===== src/rtl/ahb_lsu_master.sv =====
// ahb_lsu_master: core load/store requests to pipelined AHB-Lite single transfers
// Optional misaligned-access trap enabled by defining LSU_MISALIGN_TRAP_EN.
module ahb_lsu_master #(
    parameter int ADDR_W = 32
) (
    input  logic              HCLK,
    input  logic              HRESET,
    input  logic              req_valid,
    output logic              req_ready,
    input  logic              req_write,
    input  logic [ADDR_W-1:0] req_addr,
    input  logic [1:0]        req_size,
    input  logic              req_unsigned,
    input  logic [31:0]       req_wdata,
    output logic              resp_valid,
    output logic [31:0]       resp_rdata,
    output logic              resp_err,
    output logic [31:0]       HADDR,
    output logic [1:0]        HTRANS,
    output logic              HWRITE,
    output logic [2:0]        HSIZE,
    output logic [31:0]       HWDATA,
    input  logic              HREADY,
    input  logic [31:0]       HRDATA
);
    typedef enum logic {IDLE, DATA} state_t;
    state_t state, state_next;
    logic dp_active, dp_write, dp_unsigned, misaligned, accept, trap, complete;
    logic [1:0] dp_size, dp_addr;
    logic [7:0] lane_b;
    logic [15:0] lane_h;
    logic [31:0] wdata_rep, load_data;

    // Misalignment only matters when the trap is built in; otherwise the slave sees raw low bits
    always_comb begin
`ifdef LSU_MISALIGN_TRAP_EN
        misaligned = (req_size == 2'b01 & req_addr[0]) | (req_size[1] & |req_addr[1:0]);
`else
        misaligned = 1'b0;
`endif
    end

    assign dp_active = state == DATA;
    // A trapped request must wait for the bus response slot to be free
    assign req_ready = HREADY & ~HRESET & ~(misaligned & dp_active);
    assign accept    = req_valid & req_ready & ~misaligned;
    assign trap      = req_valid & req_ready & misaligned;
    assign complete  = dp_active & HREADY;
    assign HTRANS    = accept ? 2'b10 : 2'b00;
    assign HSIZE     = {1'b0, req_size};
    assign HADDR     = 32'(req_addr);
    assign HWRITE    = req_write;
    assign wdata_rep = req_size == 2'b00 ? {4{req_wdata[7:0]}} :
                       req_size == 2'b01 ? {2{req_wdata[15:0]}} : req_wdata;
    assign lane_b    = HRDATA[{dp_addr, 3'b000} +: 8];
    assign lane_h    = dp_addr[1] ? HRDATA[31:16] : HRDATA[15:0];
    assign load_data = dp_size == 2'b00 ? {{24{~dp_unsigned & lane_b[7]}}, lane_b} :
                       dp_size == 2'b01 ? {{16{~dp_unsigned & lane_h[15]}}, lane_h} : HRDATA;

    // Data phase advances only on HREADY; a fresh accept keeps it occupied back-to-back
    always_comb begin
        state_next = state;
        if (HREADY) state_next = accept ? DATA : IDLE;
    end

    // State, data-phase context and the registered response
    always_ff @(posedge HCLK) begin
        if (HRESET) begin
            state       <= IDLE;
            dp_write    <= 1'b0;
            dp_unsigned <= 1'b0;
            dp_size     <= 2'b00;
            dp_addr     <= 2'b00;
            HWDATA      <= '0;
            resp_valid  <= 1'b0;
            resp_rdata  <= '0;
            resp_err    <= 1'b0;
        end else begin
            state <= state_next;
            if (accept) begin
                dp_write    <= req_write;
                dp_unsigned <= req_unsigned;
                dp_size     <= req_size;
                dp_addr     <= req_addr[1:0];
                HWDATA      <= wdata_rep;
            end
            resp_valid <= complete | trap;
            resp_rdata <= complete & ~dp_write ? load_data : '0;
            resp_err   <= trap;
        end
    end
endmodule


===== config.mk =====
export PLATFORM = sky130hd
export DESIGN_NAME = ahb_lsu_master
export DESIGN_NICKNAME = d
export VERILOG_FILES = /design/src/rtl/ahb_lsu_master.sv
export SDC_FILE = /design/constraint.sdc
export NUM_CORES = 1
export LEC_CHECK = 0
export ABC_AREA = 1
export CAP_MARGIN = 30
export CORE_MARGIN = 2
export CORE_UTILIZATION = 42
export DETAILED_ROUTE_END_ITERATION = 10
export PLACE_DENSITY_LB_ADDON = 0.1
export SLEW_MARGIN = 25
export SYNTH_ARGS = -nofsm -noshare
export SYNTH_HDL_FRONTEND = slang
export SYNTH_SLANG_ARGS = --single-unit

===== constraint.sdc =====
create_clock -name HCLK -period 5.1 [get_ports HCLK]
set_clock_uncertainty 0.1 [all_clocks]
set_input_delay 1.53 -clock HCLK [delete_from_list [all_inputs] [get_ports HCLK]]
set_output_delay 1.53 -clock HCLK [all_outputs]
set_load 0.005 [all_outputs]

==> metrics.txt, run 1 <==
status=finished, final reports clean; Yosys cell types=25; final-stage net count=767; Final period util=86.1%; Leak=2.26 nW; GPL Wtd Cong=0.863; met2 GRT Util=36.9%; Post-route DRC=0; fill cell count=850; most numerous cell in the Yosys netlist=nand2_1; Root Buffer=clkbuf_8; top cells by count, synth=nand2_1, dfxtp_1, a21oi_1; first-pass GRT wire length=16800 um; Die W=98.3 um; H-tree levels=3; M3 GR Usage=7.37%; DRT iter0 DRCs=146; maximum clock rate=0.228 GHz; final wirelength=10400 um; Most used DFF post-synth=dfxtp_1; count of hold-fix buffers inserted at cts=0; design internal power=0.000904 W; Max-Cap Viols=0; Arr. time, crit path=2.76 ns; Syn Inst Count=569; RSZ-0062 raised after global routing=false; first-pass iteration count of the detailed router=4; HPWL after DPL=7730 um; # IOs=209; Combinational Power Share=19.0%; critical path class=in -> out; total grt overflow=0; mean post-synth cell area=6.57 um^2; Hold Crit Class=reg -> reg; fraction of layout cells with a size suffix above 1=6.14%; number of synthesized flops with an enable pin=0; Sw Share=28.2%; area leader, netlist=dfxtp_1; TritonCTS clock tree=yes; dpl ws=0.717 ns; Setup WS post-layout=0.709 ns; Core Area=0.00868 mm^2; cts bufs inserted=9; largest cells by area after synthesis=dfxtp_1, nand2_1, buf_4; CTS Sinks=72; clock network power share=33.1%; fin. max-slew vios=0; Cell Area, Synth=0.00374 mm^2; Antenna Cells=0; Total Routing Usage GR=21.4%; max incr delay on CP=0.50 ns; Setup Buffers After CTS=0; Setup Viol. Count Final=0; Die Ht=98.3 um; row count=34; via count=3768; most used cell, CP=clkdlybuf4s50_1; PortBufs=145; die area=0.00967 mm^2; PwrDens=246 mW/mm^2; register area share after synthesis=38.6%; via/cell ratio=4.86; Required @ worst endpoint=3.47 ns; CP Max Fanout=13; gr busiest metal=met2; vias in the first global route=3561; met1 Use GR=24.6%; Routed Antenna Nets=0; Switch Pwr=0.000354 W; Non-Filler Cell Area, Final=0.00510 mm^2; post-synth top area share=38.6%; Reg power frac=47.9%; Area Growth Syn to Fin=36.5%; Clock transition at path regs=0.07 ns; Setup crit end kind=output pin; Tmin final=4.39 ns; crit path cell chain=clkdlybuf4s50_1 -> buf_4 -> nor2_1 -> clkdlybuf4s50_1; initial antenna violation count=0; Peak VDD IR=0.121 mV; final hold vios=0; CP max stage cell=clkdlybuf4s50_1; WL/cell=13.3 um; Yosys reg bits=72; Initial Util=43.1%; area of placed instances=0.00492 mm^2; Worst-Margin Slew=0.873 ns; Setup crit start kind=input port; largest net degree at the start of global routing=47; clk buf depth=2; Synth Warn #=0; setup TNS=0 ns; Async SR Flop Fraction=0%; Relative slew margins=41.7%; Worst-Skew Late Latency=0.34 ns; # resized after CTS=0
-- metrics by stage --
step	instances	util [%]	hold WS, ns	power (W)
after CTS	776	58.8	0.361	0.00128
after floorplan	571	-	0.335	0.000747
after global placement	760	56.7	0.350	0.000851
after detailed placement	760	56.7	0.351	0.000854
after global routing	776	58.8	0.387	0.00133
final	776	58.8	0.365	0.00126
-- area by class of cell --
class | count | area (um^2) | area share [%]
inverters | 63 | 236 | 4.63
well taps | 108 | 135 | 2.65
clock buffers | 11 | 141 | 2.77
multi-input cells | 367 | 1620 | 31.8
repair buffers | 150 | 1490 | 29.2
clock inverters | 5 | 38.8 | 0.760
flip-flops and latches | 72 | 1440 | 28.2
-- power by group through the flow --
stage / clock network [W] / registers, W / logic, W
floorplan: 0 / 0.000610 / 0.000137
global placement: 0 / 0.000615 / 0.000237
detailed placement: 0 / 0.000615 / 0.000239
CTS: 0.000433 / 0.000603 / 0.000240
global route: 0.000455 / 0.000606 / 0.000265
finish: 0.000417 / 0.000602 / 0.000239
-- layout by cell type, fill, tap and decap left out, types with 3 or more instances in the layout --
cell type,count
a21oi_1,56
buf_4,5
clkbuf_8,10
clkdlybuf4s50_1,145
conb_1,3
dfxtp_1,72
inv_1,49
inv_2,13
nand2_1,199
nand3_1,25
nor2_1,29
o211ai_1,7
o21ai_0,36
-- flip-flops by register name (all words and copies together), names as in the netlist --
name,count
HWDATA,32
dp_active,1
dp_addr,2
dp_size,2
dp_unsigned,1
dp_write,1
resp_rdata,32
resp_valid,1
-- worst max-delay path, delay by kind of cell --
kind / cells / cell delay (ns)
buffers and inverters: 3 / 1.12
AND/OR/NAND/NOR: 1 / 0.11
-- per-layer routing --
| metal | wire [um] | vias up |
|---|---|---|
| li1 | - | 1917 |
| met1 | 4210 | 1677 |
| met2 | 4960 | 152 |
| met3 | 936 | 22 |
| met4 | 248 | 0 |
| met5 | 0 | - |
-- cell families after synthesis --
group,after synthesis,share of synthesized area (%)
flip-flops,72,38.6
AO/OA/AOI/OAI,102,14.3
AND/OR/NAND/NOR,262,28.8
other,1,0.100
buffers and inverters,132,18.2
-- path summary, 6_finish.rpt --
| kind | cells past startpoint | end | from | slack, ns |
|---|---|---|---|---|
| max | 4 | req_ready | HRESET | 0.71 |
| min | 2 | dp_active$_SDFFE_PP0P_ | dp_active$_SDFFE_PP0P_ | 0.36 |
| min reg2reg | 2 | dp_active$_SDFFE_PP0P_ | dp_active$_SDFFE_PP0P_ | 0.36 |
| max reg2reg | 5 | resp_rdata[22]$_SDFF_PP0_ | dp_addr[1]$_SDFFE_PP0P_ | 3.00 |
Note: power is estimated with default switching activity, not from simulation.
==> inputs of run 2 (changes only) <==
--- a/config.mk
+++ b/config.mk
@@ -7,7 +7,7 @@
 export LEC_CHECK = 0
 export ABC_AREA = 1
 export CAP_MARGIN = 30
-export CORE_MARGIN = 2
+export CORE_MARGIN = 3
 export CORE_UTILIZATION = 42
 export DETAILED_ROUTE_END_ITERATION = 10
 export PLACE_DENSITY_LB_ADDON = 0.1
==> constraint.sdc (replaced) <==
create_clock -name HCLK -period 5.1 [get_ports HCLK]
set_clock_uncertainty 0.1 [all_clocks]
set_input_delay 0.765 -clock HCLK [delete_from_list [all_inputs] [get_ports HCLK]]
set_output_delay 0.765 -clock HCLK [all_outputs]
set_load 0.005 [all_outputs]
==> run 2 against run 1 <==
Net effect: register-to-register slack gained 0.03 ns; critical path type unchanged; routed wire length grew 5.0%; non-clock buffer count shrank 2; largest cell class unchanged.
==> metrics.txt, run 2 (synthesis results as in run 1) <==
Setup crit start kind=input port (unchanged); Non-Filler Cell Area, Final=0.00509 mm^2 (was 0.00510 mm^2); Placed Cells=755 (was 760); vias in the first global route=3567 (was 3561); largest net degree at the start of global routing=47 (unchanged); maximum clock rate=0.273 GHz (was 0.228 GHz); row count=33 (was 34); Leak=2.25 nW (was 2.26 nW); Core Area=0.00842 mm^2 (was 0.00868 mm^2); Area Growth Syn to Fin=36.2% (was 36.5%); Hold Path Origin=HWDATA[3]$_SDFFE_PP0P_ (was dp_active$_SDFFE_PP0P_); most frequent cells in the layout=nand2_1, clkdlybuf4s50_1, dfxtp_1, a21oi_1, inv_1 (unchanged); total grt overflow=0 (unchanged); final-stage net count=765 (was 767); fin. max-slew vios=0 (unchanged); Required @ worst endpoint=4.24 ns (was 3.47 ns); area of placed instances=0.00491 mm^2 (was 0.00492 mm^2); H-tree levels=3 (unchanged); via count=3798 (was 3768); Arr. time, crit path=2.80 ns (was 2.76 ns); critical path class=in -> out (unchanged); DRT iter0 DRCs=120 (was 146); count of hold-fix buffers inserted at cts=0 (unchanged); PortBufs=145 (unchanged); most common cell after layout, fill and taps aside=nand2_1 (unchanged); Setup crit end kind=output pin (unchanged); Setup Viol. Count Final=0 (unchanged); fin cells=771 (was 776); status=finished, final reports clean (unchanged); fraction of layout cells with a size suffix above 1=6.01% (was 6.14%); Worst-Skew Late Latency=0.35 ns (was 0.34 ns); final hold vios=0 (unchanged); PwrDens=252 mW/mm^2 (was 246 mW/mm^2); # IOs=209 (unchanged); clk buf depth=2 (unchanged); Die Ht=100 um (was 98.3 um); CP Max Fanout=24 (was 13); Worst-Margin Slew=0.881 ns (was 0.873 ns); Relative slew margins=41.2% (was 41.7%); R2R depth=5 (unchanged); HPWL after DPL=8070 um (was 7730 um); Hold Path Cell Cnt=2 (unchanged); Reg2Reg Setup Slack=3.03 ns (was 3.00 ns); Peak VDD IR=0.131 mV (was 0.121 mV); FF-to-FF End=resp_rdata[13]$_SDFF_PP0_ (was resp_rdata[22]$_SDFF_PP0_); Initial Util=44.4% (was 43.1%); via/cell ratio=4.93 (was 4.86); TritonCTS clock tree=yes (unchanged); # resized after CTS=0 (unchanged); cts bufs inserted=9 (unchanged); Hold Crit Endpoint=HWDATA[3]$_SDFFE_PP0P_ (was dp_active$_SDFFE_PP0P_); final wirelength=10900 um (was 10400 um); Clock transition at path regs=0.08 ns (was 0.07 ns); first-pass iteration count of the detailed router=4 (unchanged); Tmin final=3.66 ns (was 4.39 ns); Final period util=71.8% (was 86.1%); Die W=100 um (was 98.3 um); setup TNS=0 ns (unchanged); Root Buffer=clkbuf_8 (unchanged); Setup Buffers After CTS=0 (unchanged); FF-to-FF Start=dp_addr[1]$_SDFFE_PP0P_ (unchanged); fill cell count=822 (was 850); CTS Sinks=72 (unchanged); RSZ-0062 raised after global routing=false (unchanged); Routed Antenna Nets=0 (unchanged); Total Routing Usage GR=21.6% (was 21.4%); first-pass GRT wire length=17300 um (was 16800 um); Max-Cap Viols=0 (unchanged); Antenna Cells=0 (unchanged); Hold Crit Class=reg -> reg (unchanged); GPL Wtd Cong=0.898 (was 0.863); top flop regs=HWDATA (32), resp_rdata (32) (unchanged); initial antenna violation count=0 (unchanged); die area=0.0101 mm^2 (was 0.00967 mm^2); Post-route DRC=0 (unchanged); WL/cell=14.1 um (was 13.3 um)
-- run 2: how the worst max path moves through the flow --
stage / depth (start not counted) / slack [ns] / endpoint / start
final: 5 / 1.44 / HTRANS[1] / HRESET
after global routing: 5 / 1.26 / HTRANS[1] / HRESET
after CTS: 5 / 1.42 / HTRANS[1] / HRESET
after detailed placement: 5 / 1.42 / HTRANS[1] / HRESET
after global placement: 5 / 1.48 / HTRANS[1] / HRESET
after floorplan: 5 / 2.83 / HTRANS[1] / HRESET
-- run 2: cell type report --
cell class              count  area, um^2  area share [%]
inverters                  63         236            4.64
clock inverters             7        61.3            1.20
repair buffers            148        1470            29.0
well taps                 105         131            2.58
flip-flops and latches     72        1440            28.3
clock buffers               9         124            2.43
multi-input cells         367        1620            31.9
-- run 2: routing by layer --
| layer | part of all wire [%] | track usage, % | up-vias |
|---|---|---|---|
| li1 | - | - | 1917 |
| met1 | 39 | 26.1 | 1691 |
| met2 | 47 | 35.1 | 162 |
| met3 | 11 | 7.78 | 28 |
| met4 | 2.3 | 8.60 | 0 |
| met5 | 0 | 0 | - |
-- run 2: report_power, final --
group | total [W] | switching [W] | internal, W
clock | 0.000438 | 0.000252 | 0.000186
sequential | 0.000603 | 0.0000181 | 0.000585
combinational | 0.000240 | 0.000115 | 0.000125
total | 0.00128 | 0.000386 | 0.000895
-- run 2: stage by stage --
step	worst slack [ns]	power [W]	hold slack, ns	util, %
4_1_cts	1.42	0.00129	0.368	60.4
6_report	1.44	0.00128	0.367	60.4
3_3_place_gp	1.48	0.000852	0.354	58.2
2_1_floorplan	2.83	0.000747	0.335	-
5_1_grt	1.26	0.00134	0.397	60.4
3_5_place_dp	1.42	0.000855	0.356	58.2
-- run 2: worst max-delay path: stages --
cell and delay (ns):
clkdlybuf4s50_1 0.65, inv_1 0.16, nand3_1 0.10, inv_1 0.50
clkdlybuf4s50_1 0.62
==> inputs of run 3 (changes only) <==
--- a/config.mk
+++ b/config.mk
@@ -8,7 +8,7 @@
 export ABC_AREA = 1
 export CAP_MARGIN = 30
 export CORE_MARGIN = 3
-export CORE_UTILIZATION = 42
+export CORE_UTILIZATION = 35
 export DETAILED_ROUTE_END_ITERATION = 10
 export PLACE_DENSITY_LB_ADDON = 0.1
 export SLEW_MARGIN = 25
==> constraint.sdc (replaced) <==
create_clock -name HCLK -period 3 [get_ports HCLK]
set_clock_uncertainty 0.1 [all_clocks]
set_input_delay 0.45 -clock HCLK [delete_from_list [all_inputs] [get_ports HCLK]]
set_output_delay 0.45 -clock HCLK [all_outputs]
set_load 0.005 [all_outputs]
==> run 3 against run 2 <==
Net effect: total power rose by 66%; setup slack worse by 0.86 ns; clock-buffer cell count rose by 1; cell area rose by 1.4%; critical path depth stayed put.
==> metrics.txt, run 3 (synthesis results as in run 1) <==
status=finished, final reports clean (unchanged); FF-to-FF End=resp_rdata[14]$_SDFF_PP0_ (was resp_rdata[13]$_SDFF_PP0_); initial antenna violation count=0 (unchanged); GPL Wtd Cong=0.932 (was 0.898); WHS=0.366 ns (was 0.367 ns); count of hold-fix buffers inserted at cts=0 (unchanged); Setup Viol. Count Final=0 (unchanged); Routed Antenna Nets=0 (unchanged); Die Ht=109 um (was 100 um); clk buf depth=2 (unchanged); vias in the first global route=3703 (was 3567); # resized after CTS=0 (unchanged); Clock transition at path regs=0.07 ns (was 0.08 ns); Initial Util=36.1% (was 44.4%); Worst-Skew Late Latency=0.34 ns (was 0.35 ns); crit path cell chain=clkdlybuf4s50_1 -> inv_1 -> nand3_2 -> inv_1 -> clkdlybuf4s50_1 (was clkdlybuf4s50_1 -> inv_1 -> nand3_1 -> inv_1 -> clkdlybuf4s50_1); Core Area=0.0104 mm^2 (was 0.00842 mm^2); cts bufs inserted=9 (unchanged); RSZ-0062 raised after global routing=false (unchanged); Total Routing Usage GR=19.0% (was 21.6%); Root Buffer=clkbuf_8 (unchanged); R2R depth=6 (was 5); via/cell ratio=4.69 (was 4.93); Setup crit end kind=output pin (unchanged); Arr. time, crit path=1.87 ns (was 2.80 ns); Setup crit start=HRESET (unchanged); Hold Crit Class=reg -> reg (unchanged); fraction of layout cells with a size suffix above 1=6.71% (was 6.01%); Area Growth Syn to Fin=38.0% (was 36.2%); HPWL after DPL=8480 um (was 8070 um); max incr delay on CP=0.59 ns (was 0.65 ns); worst path buffer plus inverter count=4 (unchanged); WL/cell=14.0 um (was 14.1 um); Leak=2.27 nW (was 2.25 nW); CP Max Fanout=10 (was 24); Tmin final=2.42 ns; Worst-Margin Slew=0.813 ns (was 0.881 ns); TritonCTS clock tree=yes (unchanged); Non-Filler Cell Area, Final=0.00516 mm^2 (was 0.00509 mm^2); Die W=109 um (was 100 um); most common cell after layout, fill and taps aside=nand2_1 (unchanged); Relative slew margins=45.7% (was 41.2%); largest net degree at the start of global routing=47 (unchanged); Power Total=0.00213 W (was 0.00128 W); top flop regs=HWDATA (32), resp_rdata (32) (unchanged); # IOs=209 (unchanged); critical path class=in -> out (unchanged); Reg2Reg Setup Slack=1.09 ns (was 3.03 ns); via count=3787 (was 3798); Final period util=80.7%; FF-to-FF Start=dp_size[1]$_SDFFE_PP0P_ (was dp_addr[1]$_SDFFE_PP0P_); final wirelength=11300 um (was 10900 um); Hold Path Cell Cnt=2 (unchanged); final-stage net count=770 (was 765); Peak VDD IR=0.237 mV (was 0.131 mV); CP max stage cell=clkdlybuf4s50_1 (unchanged); row count=37 (was 33); Crit path depth=5 (unchanged); H-tree levels=3 (unchanged); Antenna Cells=0 (unchanged); CTS Sinks=72 (unchanged); end point of the critical path=HTRANS[1] (unchanged); area of placed instances=0.00499 mm^2 (was 0.00491 mm^2); Setup crit start kind=input port (unchanged); PortBufs=145 (unchanged); final hold vios=0 (unchanged); DRT iter0 DRCs=146 (was 120); Max-Cap Viols=0 (unchanged); total grt overflow=0 (unchanged); first-pass iteration count of the detailed router=4 (unchanged); Final Core Density=49.8% (was 60.4%); Required @ worst endpoint=2.45 ns (was 4.24 ns); PwrDens=413 mW/mm^2 (was 252 mW/mm^2); most frequent cells in the layout=nand2_1, clkdlybuf4s50_1, dfxtp_1, a21oi_1, inv_1 (unchanged); Post-route DRC=0 (unchanged); first-pass GRT wire length=17600 um (was 17300 um); fin. max-slew vios=0 (unchanged); setup TNS=0 ns (unchanged); Worst path top cell family by delay=buffers and inverters (unchanged); die area=0.0120 mm^2 (was 0.0101 mm^2); maximum clock rate=0.413 GHz; Setup Buffers After CTS=0 (unchanged)
-- run 3: changes by cell type in the layout (fill, tap and decap cells not counted) --
cell      change
nand3_1       -1
nand3_2       +1
clkinv_2      +2
inv_6         -3
clkbuf_1      +1
buf_4         +5
-- run 3: cell type report --
type	instances	area, um^2
inverter	63	236
sequential	72	1440
multi-input combinational	367	1630
timing repair buffer	153	1510
clock inverter	6	45.0
clock buffer	10	128
fill	1082	5210
tap	136	170
-- run 3: worst min path at each step --
stage	from	slack [ns]	to
2_1_floorplan	dp_active$_SDFFE_PP0P_	0.34	dp_active$_SDFFE_PP0P_
3_3_place_gp	dp_active$_SDFFE_PP0P_	0.35	dp_active$_SDFFE_PP0P_
3_5_place_dp	HWDATA[28]$_SDFFE_PP0P_	0.36	HWDATA[28]$_SDFFE_PP0P_
4_1_cts	HWDATA[28]$_SDFFE_PP0P_	0.37	HWDATA[28]$_SDFFE_PP0P_
5_1_grt	HWDATA[24]$_SDFFE_PP0P_	0.39	HWDATA[24]$_SDFFE_PP0P_
6_report	dp_active$_SDFFE_PP0P_	0.37	dp_active$_SDFFE_PP0P_
-- run 3: power by group --
part           switching, W  total, W  leakage [nW]  internal, W
registers         0.0000206   0.00101         0.587     0.000994
logic              0.000209  0.000424          1.60     0.000215
clock network      0.000386  0.000691        0.0842     0.000305
total              0.000616   0.00213          2.27      0.00151
-- run 3: through the flow --
stage	cells	worst slack, ns
final	807	0.580
after global routing	807	0.475
after CTS	807	0.582
after detailed placement	791	0.585
after global placement	791	0.595
after floorplan	571	1.36
-- run 3: worst min-delay path, stage by stage, from the launching register on --
cell     delay (ns)
dfxtp_1        0.30
inv_1          0.06
o31ai_1        0.06
-- run 3: metal layers --
layer,track usage (%),wire (um),up-vias
met3,6.05,1130,24
met4,7.93,317,0
li1,-,-,1922
met2,31.0,5320,167
met1,23.0,4540,1674
met5,0,0,-
